==> src/rtl/ra_pq_regarray.sv <==
// Register-array priority queue: DEPTH sorted key-value slots with per-slot
// hold / neighbour-shift / load select, minimum key always at slot 0.
package pq_pkg;
    localparam int KW = 8;
    localparam int VW = 8;
    typedef struct packed {
        logic [KW-1:0] key;
        logic [VW-1:0] value;
    } kv_t;
endpackage

module ra_pq_regarray
    import pq_pkg::*;
#(
    parameter int DEPTH = 8
) (
    input  logic                       clk,
    input  logic                       rst_n,
    input  logic                       enq,
    input  kv_t                        kvi,
    input  logic                       deq,
    output kv_t                        kvo,
    output logic                       kvo_valid,
    output logic                       empty,
    output logic                       full,
    output logic [$clog2(DEPTH+1)-1:0] count,
    output logic                       ovf,
    output logic                       udf
);
    localparam int CW = $clog2(DEPTH+1);

    kv_t              slot   [DEPTH];
    kv_t              slot_d [DEPTH];
    logic [DEPTH-1:0] vld;
    logic [DEPTH-1:0] vld_d;
    logic [CW-1:0]    cnt_q;
    logic             ovf_q;
    logic             udf_q;

    // Thermometer compare vectors: ins_ge marks slots at/after the insertion
    // point, rep_lt marks slots that shift left on a head replace.
    logic [DEPTH-1:0] ins_ge;
    logic [DEPTH-1:0] ins_at;
    logic [DEPTH-1:0] rep_lt;
    logic [DEPTH-1:0] rep_at;

    logic is_empty;
    logic is_full;
    logic deq_ok;
    logic do_ins;
    logic do_del;
    logic do_rep;

    assign is_empty = (cnt_q == '0);
    assign is_full  = (cnt_q == CW'(DEPTH));
    assign deq_ok   = deq && !is_empty;
    assign do_ins   = enq && !deq_ok && !is_full;
    assign do_del   = deq_ok && !enq;
    assign do_rep   = enq && deq_ok;

    for (genvar i = 0; i < DEPTH; i++) begin : g_slot
        kv_t        nb_r;
        kv_t        nb_l;
        logic       nb_r_v;
        logic       nb_l_v;
        logic [1:0] sel;
        logic       dir_left;
        kv_t        d1;
        logic       d1_v;

        if (i == 0) begin : g_first
            assign nb_r   = '0;
            assign nb_r_v = 1'b0;
            assign ins_at[i] = ins_ge[i];
            assign rep_at[i] = !rep_lt[i];
        end else begin : g_mid
            assign nb_r   = slot[i-1];
            assign nb_r_v = vld[i-1];
            assign ins_at[i] = ins_ge[i] && !ins_ge[i-1];
            assign rep_at[i] = !rep_lt[i] && rep_lt[i-1];
        end

        if (i == DEPTH-1) begin : g_last
            assign nb_l   = '0;
            assign nb_l_v = 1'b0;
            assign rep_lt[i] = 1'b0;
        end else begin : g_inner
            assign nb_l   = slot[i+1];
            assign nb_l_v = vld[i+1];
            assign rep_lt[i] = vld[i+1] && (slot[i+1].key <= kvi.key);
        end

        // Strict less-than keeps equal keys in arrival order.
        assign ins_ge[i] = !vld[i] || (kvi.key < slot[i].key);

        always_comb begin
            sel      = 2'd0;
            dir_left = 1'b0;
            if (do_ins) begin
                if (ins_at[i])      sel = 2'd2;
                else if (ins_ge[i]) sel = 2'd1;
            end else if (do_del) begin
                sel      = 2'd1;
                dir_left = 1'b1;
            end else if (do_rep) begin
                dir_left = 1'b1;
                if (rep_lt[i])      sel = 2'd1;
                else if (rep_at[i]) sel = 2'd2;
            end
        end

        assign d1   = dir_left ? nb_l   : nb_r;
        assign d1_v = dir_left ? nb_l_v : nb_r_v;

        always_comb begin
            slot_d[i] = slot[i];
            vld_d[i]  = vld[i];
            case (sel)
                2'd1: begin
                    slot_d[i] = d1;
                    vld_d[i]  = d1_v;
                end
                2'd2, 2'd3: begin
                    slot_d[i] = kvi;
                    vld_d[i]  = 1'b1;
                end
                default: ;
            endcase
        end
    end

    always_ff @(posedge clk) begin
        if (!rst_n) begin
            for (int i = 0; i < DEPTH; i++) slot[i] <= '0;
            vld   <= '0;
            cnt_q <= '0;
            ovf_q <= 1'b0;
            udf_q <= 1'b0;
        end else begin
            for (int i = 0; i < DEPTH; i++) slot[i] <= slot_d[i];
            vld   <= vld_d;
            ovf_q <= enq && !deq && is_full;
            udf_q <= deq && is_empty;
            if (do_ins)      cnt_q <= cnt_q + 1'b1;
            else if (do_del) cnt_q <= cnt_q - 1'b1;
        end
    end

    assign kvo       = slot[0];
    assign kvo_valid = vld[0];
    assign count     = cnt_q;
    assign empty     = is_empty;
    assign full      = is_full;
    assign ovf       = ovf_q;
    assign udf       = udf_q;
endmodule

==> config.mk <==
export PLATFORM = sky130hd
export DESIGN_NAME = ra_pq_regarray
export DESIGN_NICKNAME = d
export VERILOG_FILES = /design/src/rtl/ra_pq_regarray.sv
export SDC_FILE = /design/constraint.sdc
export NUM_CORES = 1
export LEC_CHECK = 0
export CORE_UTILIZATION = 43
export CTS_CLUSTER_SIZE = 14
export DETAILED_ROUTE_END_ITERATION = 8
export GPL_ROUTABILITY_DRIVEN = 0
export PLACE_DENSITY = 0.64
export SYNTH_ARGS = -nofsm -noshare
export SYNTH_HDL_FRONTEND = slang
export SYNTH_SLANG_ARGS = --single-unit
==> constraint.sdc <==
create_clock -name clk -period 3.4 [get_ports clk]
set_clock_uncertainty 0.1 [all_clocks]
set_input_delay 0.51 -clock clk [delete_from_list [all_inputs] [get_ports clk]]
set_output_delay 0.51 -clock clk [all_outputs]
set_load 0.01 [all_outputs]
==> impl_metrics.tcl <==
set metrics [dict create \
    io_buffers 44 \
    layout_min_cycle_time_ns 3.11 \
    clock_path_buffers 2 \
    switching_power_mw 4.05 \
    hold_start "slot[0][79]$_SDFFE_PN0P_" \
    cp-start-kind "input pin" \
    ir_worst_vdd_mv 0.441 \
    timing.fmax_mhz 322 \
    r2r.worst_path.cells 8 \
    relSlewSlack_pct 37.8 \
    finalWirelength_um 27100 \
    async_flop_share_pct 0 \
    area_growth_pct 21.8 \
    setup_tns_ns 0 \
    synth-seq-area-share_pct 32.3 \
    drt-pass1-iter-count 5 \
    finalHoldViolations 0 \
    p_int_mw 5.60 \
    power_density_nw_per_um2 900 \
    grt_usage_pct 25.9 \
    start_util_pct 44.5 \
    worstMarginPinSlew_ns 0.933 \
    path_delay_family "compound AO/OA/AOI/OAI gates" \
    clkPwrFrac_pct 21.0 \
    crit_buf_inv 4 \
    overflow 0 \
    synth-xor-area-share_pct 0.298 \
    r2r_setup_slack_ns 0.44 \
    holdPathStages 1 \
    report.final.slew_viol_count 0 \
    cp_data_arrival_time_ns 3.37 \
    synthFlopType "dfxtp_1" \
    dp_cells 1436 \
    drtIter0Drc 749 \
    fp.dieH_um 145 \
    synth_compound_gate_area_share_pct 27.6 \
    synthSimpleGateAreaFrac_pct 18.1 \
    synthMuxAreaShare_pct 4.94 \
    synth.most_common_cell "nand2_1" \
    slowest_stage "a21oi_2" \
    ys_top_cells_by_area "dfxtp_1 (32%), ha_1 (9.2%), nand2_1 (7.1%), a21oi_1 (5.3%), mux2i_1 (4.8%)" \
    synth_cell_type_count 69 \
    yosys_warnings 0 \
    ys_ff_latch 142 \
    hold_buffers 0 \
    synthCells 1122 \
    cts_tree "built" \
    pin_count 45 \
    worstSetupPathType "input pin to flip-flop" \
    grt_max_degree 128 \
    hold_end "slot[0][79]$_SDFFE_PN0P_" \
    synth_top_family_by_area "compound AO/OA/AOI/OAI gates" \
    fp.dieW_um 145 \
    antenna_left 0 \
    grt_pass1_vias 8006 \
    rows 51 \
    synth-edff-count 0 \
    combPwrFrac_pct 50.8 \
    dieArea_um2 21100 \
    crit_chain "clkdlybuf4s50_1, inv_1, buf_4, ha_1, nor3b_1, o21ai_0, a22oi_1, buf_4, nor3b_1, a21oi_2, nand3_1, a21oi_1" \
    dp_hpwl_um 19100 \
    fill_cells 1886 \
    post_drt_wl_per_cell_um 18.5 \
    rsz0062_at_grt "false" \
    clock_latency_ns 0.43 \
    leakage_nw 4.17 \
    fp.coreArea_um2 19800 \
    r2r-start "count[0]$_SDFFE_PN0P_" \
    cap_violations 0 \
    cts_made_buffers 17 \
    pwr-share-seq_pct 28.3 \
    final_util_pct 54.2 \
    drive_gt1_share_pct 10.8 \
    viasPerCell 5.83 \
    fin_nets 1276 \
    cp-end-kind "flip-flop" \
    fin_crit_sh_pct 91.4 \
    final_cells 1466 \
    htree_levels 4 \
    synth-adder-area-share_pct 9.46 \
    synth_common_cells "nand2_1 (167), dfxtp_1 (142), a21oi_1 (93)" \
    syn_nets 1208 \
    vias 8550 \
    antenna_found_initial 0 \
    swShare_pct 41.9 \
    cp.required_ns 3.66 \
    netlist_area_um2 8810 \
    status "complete, no violations" \
    synth_top_area_share_pct 32.3 \
    grt_pass1_wl_um 43500 \
    syn_area_per_cell_um2 7.85 \
    cts.clk_slew.worst_paths_ns 0.06 \
    drcViolationCount 0 \
    crit_fanout 16 \
    r2r-end "slot[0][124]$_SDFFE_PN0P_" \
    slowest_delay_ns 0.68 \
    clock-sinks 142 \
    setup_viol 0 \
    cts_root_buf "clkbuf_16" \
    hp-class "flip-flop to flip-flop" \
    synth_area_leader_cell "dfxtp_1" \
    antennaDiodeCount 0 \
]
## power groups by stage
stage               logic [mW]  registers, mW  clock network (mW)
CTS                       4.83           2.72                2.05
detailed placement        4.80           2.75                   0
finish                    4.90           2.73                2.02
floorplan                 3.23           2.61                   0
global placement          4.74           2.75                   0
global route              5.38           2.80                2.12
## per-stage QoR
| step | cell area [um2] | power, mW | hold WS (ns) | setup WS (ns) |
|---|---|---|---|---|
| 2_1_floorplan | 8810 | 5.84 | 0.332 | 0.230 |
| 3_3_place_gp | 10100 | 7.49 | 0.344 | -0.156 |
| 3_5_place_dp | 10100 | 7.56 | 0.351 | -0.200 |
| 4_1_cts | 10700 | 9.60 | 0.362 | 0.254 |
| 5_1_grt | 10700 | 10.3 | 0.386 | 0.133 |
| 6_report | 10700 | 9.65 | 0.366 | 0.292 |
## worst max path at each step
stage,start,to,slack [ns],depth (start not counted)
CTS,kvi[13],slot[0][84]$_SDFFE_PN0P_,0.25,9
floorplan,kvi[8],slot[0][72]$_SDFFE_PN0P_,0.23,11
global placement,kvi[13],slot[0][81]$_SDFFE_PN0P_,-0.16,9
finish,kvi[8],slot[0][17]$_SDFFE_PN0P_,0.29,12
detailed placement,kvi[13],slot[0][84]$_SDFFE_PN0P_,-0.20,9
global route,kvi[8],slot[0][27]$_SDFFE_PN0P_,0.13,12
## routing by layer
metal | track usage [%] | share of wire (%)
met4 | 8.16 | 1.7
met5 | 0 | 0
met3 | 3.58 | 5.6
met1 | 36.0 | 47
met2 | 41.3 | 46
## cell families after synthesis
logic type / after synthesis
xor gates and xnor gates: 3
AOI/OAI and AO/OA: 360
and+or+nand+nor: 353
buffers and inverters: 155
DFF: 142
muxes: 43
adders and majority gates: 66
## state kept, by name, indices dropped and copies added (netlist names)
name	cells
udf	1
slot	128
vld	8
count	4
ovf	1
## placed cells by master (no fill, tap or decap), types with 3 or more instances in the layout
cell             synthesis  layout
a211oi_1                14      14
a21o_1                   7       7
a21oi_1                 93      93
a222oi_1                16      16
a22oi_1                 32      32
a2bb2oi_1               16      16
a31oi_1                  3       3
and3_1                  26      26
buf_12                   0      22
buf_4                    7      52
bufinv_16                0       4
clkbuf_16                0      17
clkdlybuf4s50_1          0      43
clkinv_4                 0       4
dfxtp_1                142     142
ha_1                    65      65
inv_1                   84      84
inv_6                    0       3
mux2i_1                 42      42
nand2_1                167     167
nand2b_1                 7       6
nand3_1                 30      30
nor2_1                  64      64
nor2b_1                  8       7
nor3_1                  30      30
nor3b_1                  5       5
o2111a_1                 3       3
o211ai_1                 6       6
o21a_1                   3       3
o21ai_0                 80      80
o21ai_1                  5       5
o22ai_1                 23      23
o2bb2ai_1               33      33
or2_2                    3       3
## what timing repair did
action	CTS	global route
setup buffers	0	0
setup endpoints to repair	0	1
resized for setup	0	1
hold endpoints to repair	0	0
## area by class of cell
type                       count  area [um2]  area share, %
clock inverter                11         181           1.69
timing repair buffer         118        1270           11.8
inverter                      86         325           3.03
clock buffer                  19         443           4.13
sequential                   142        2840           26.5
multi-input combinational    825        5340           49.8
tap                          265         332           3.09
Note: power is estimated with default switching activity, not from simulation.
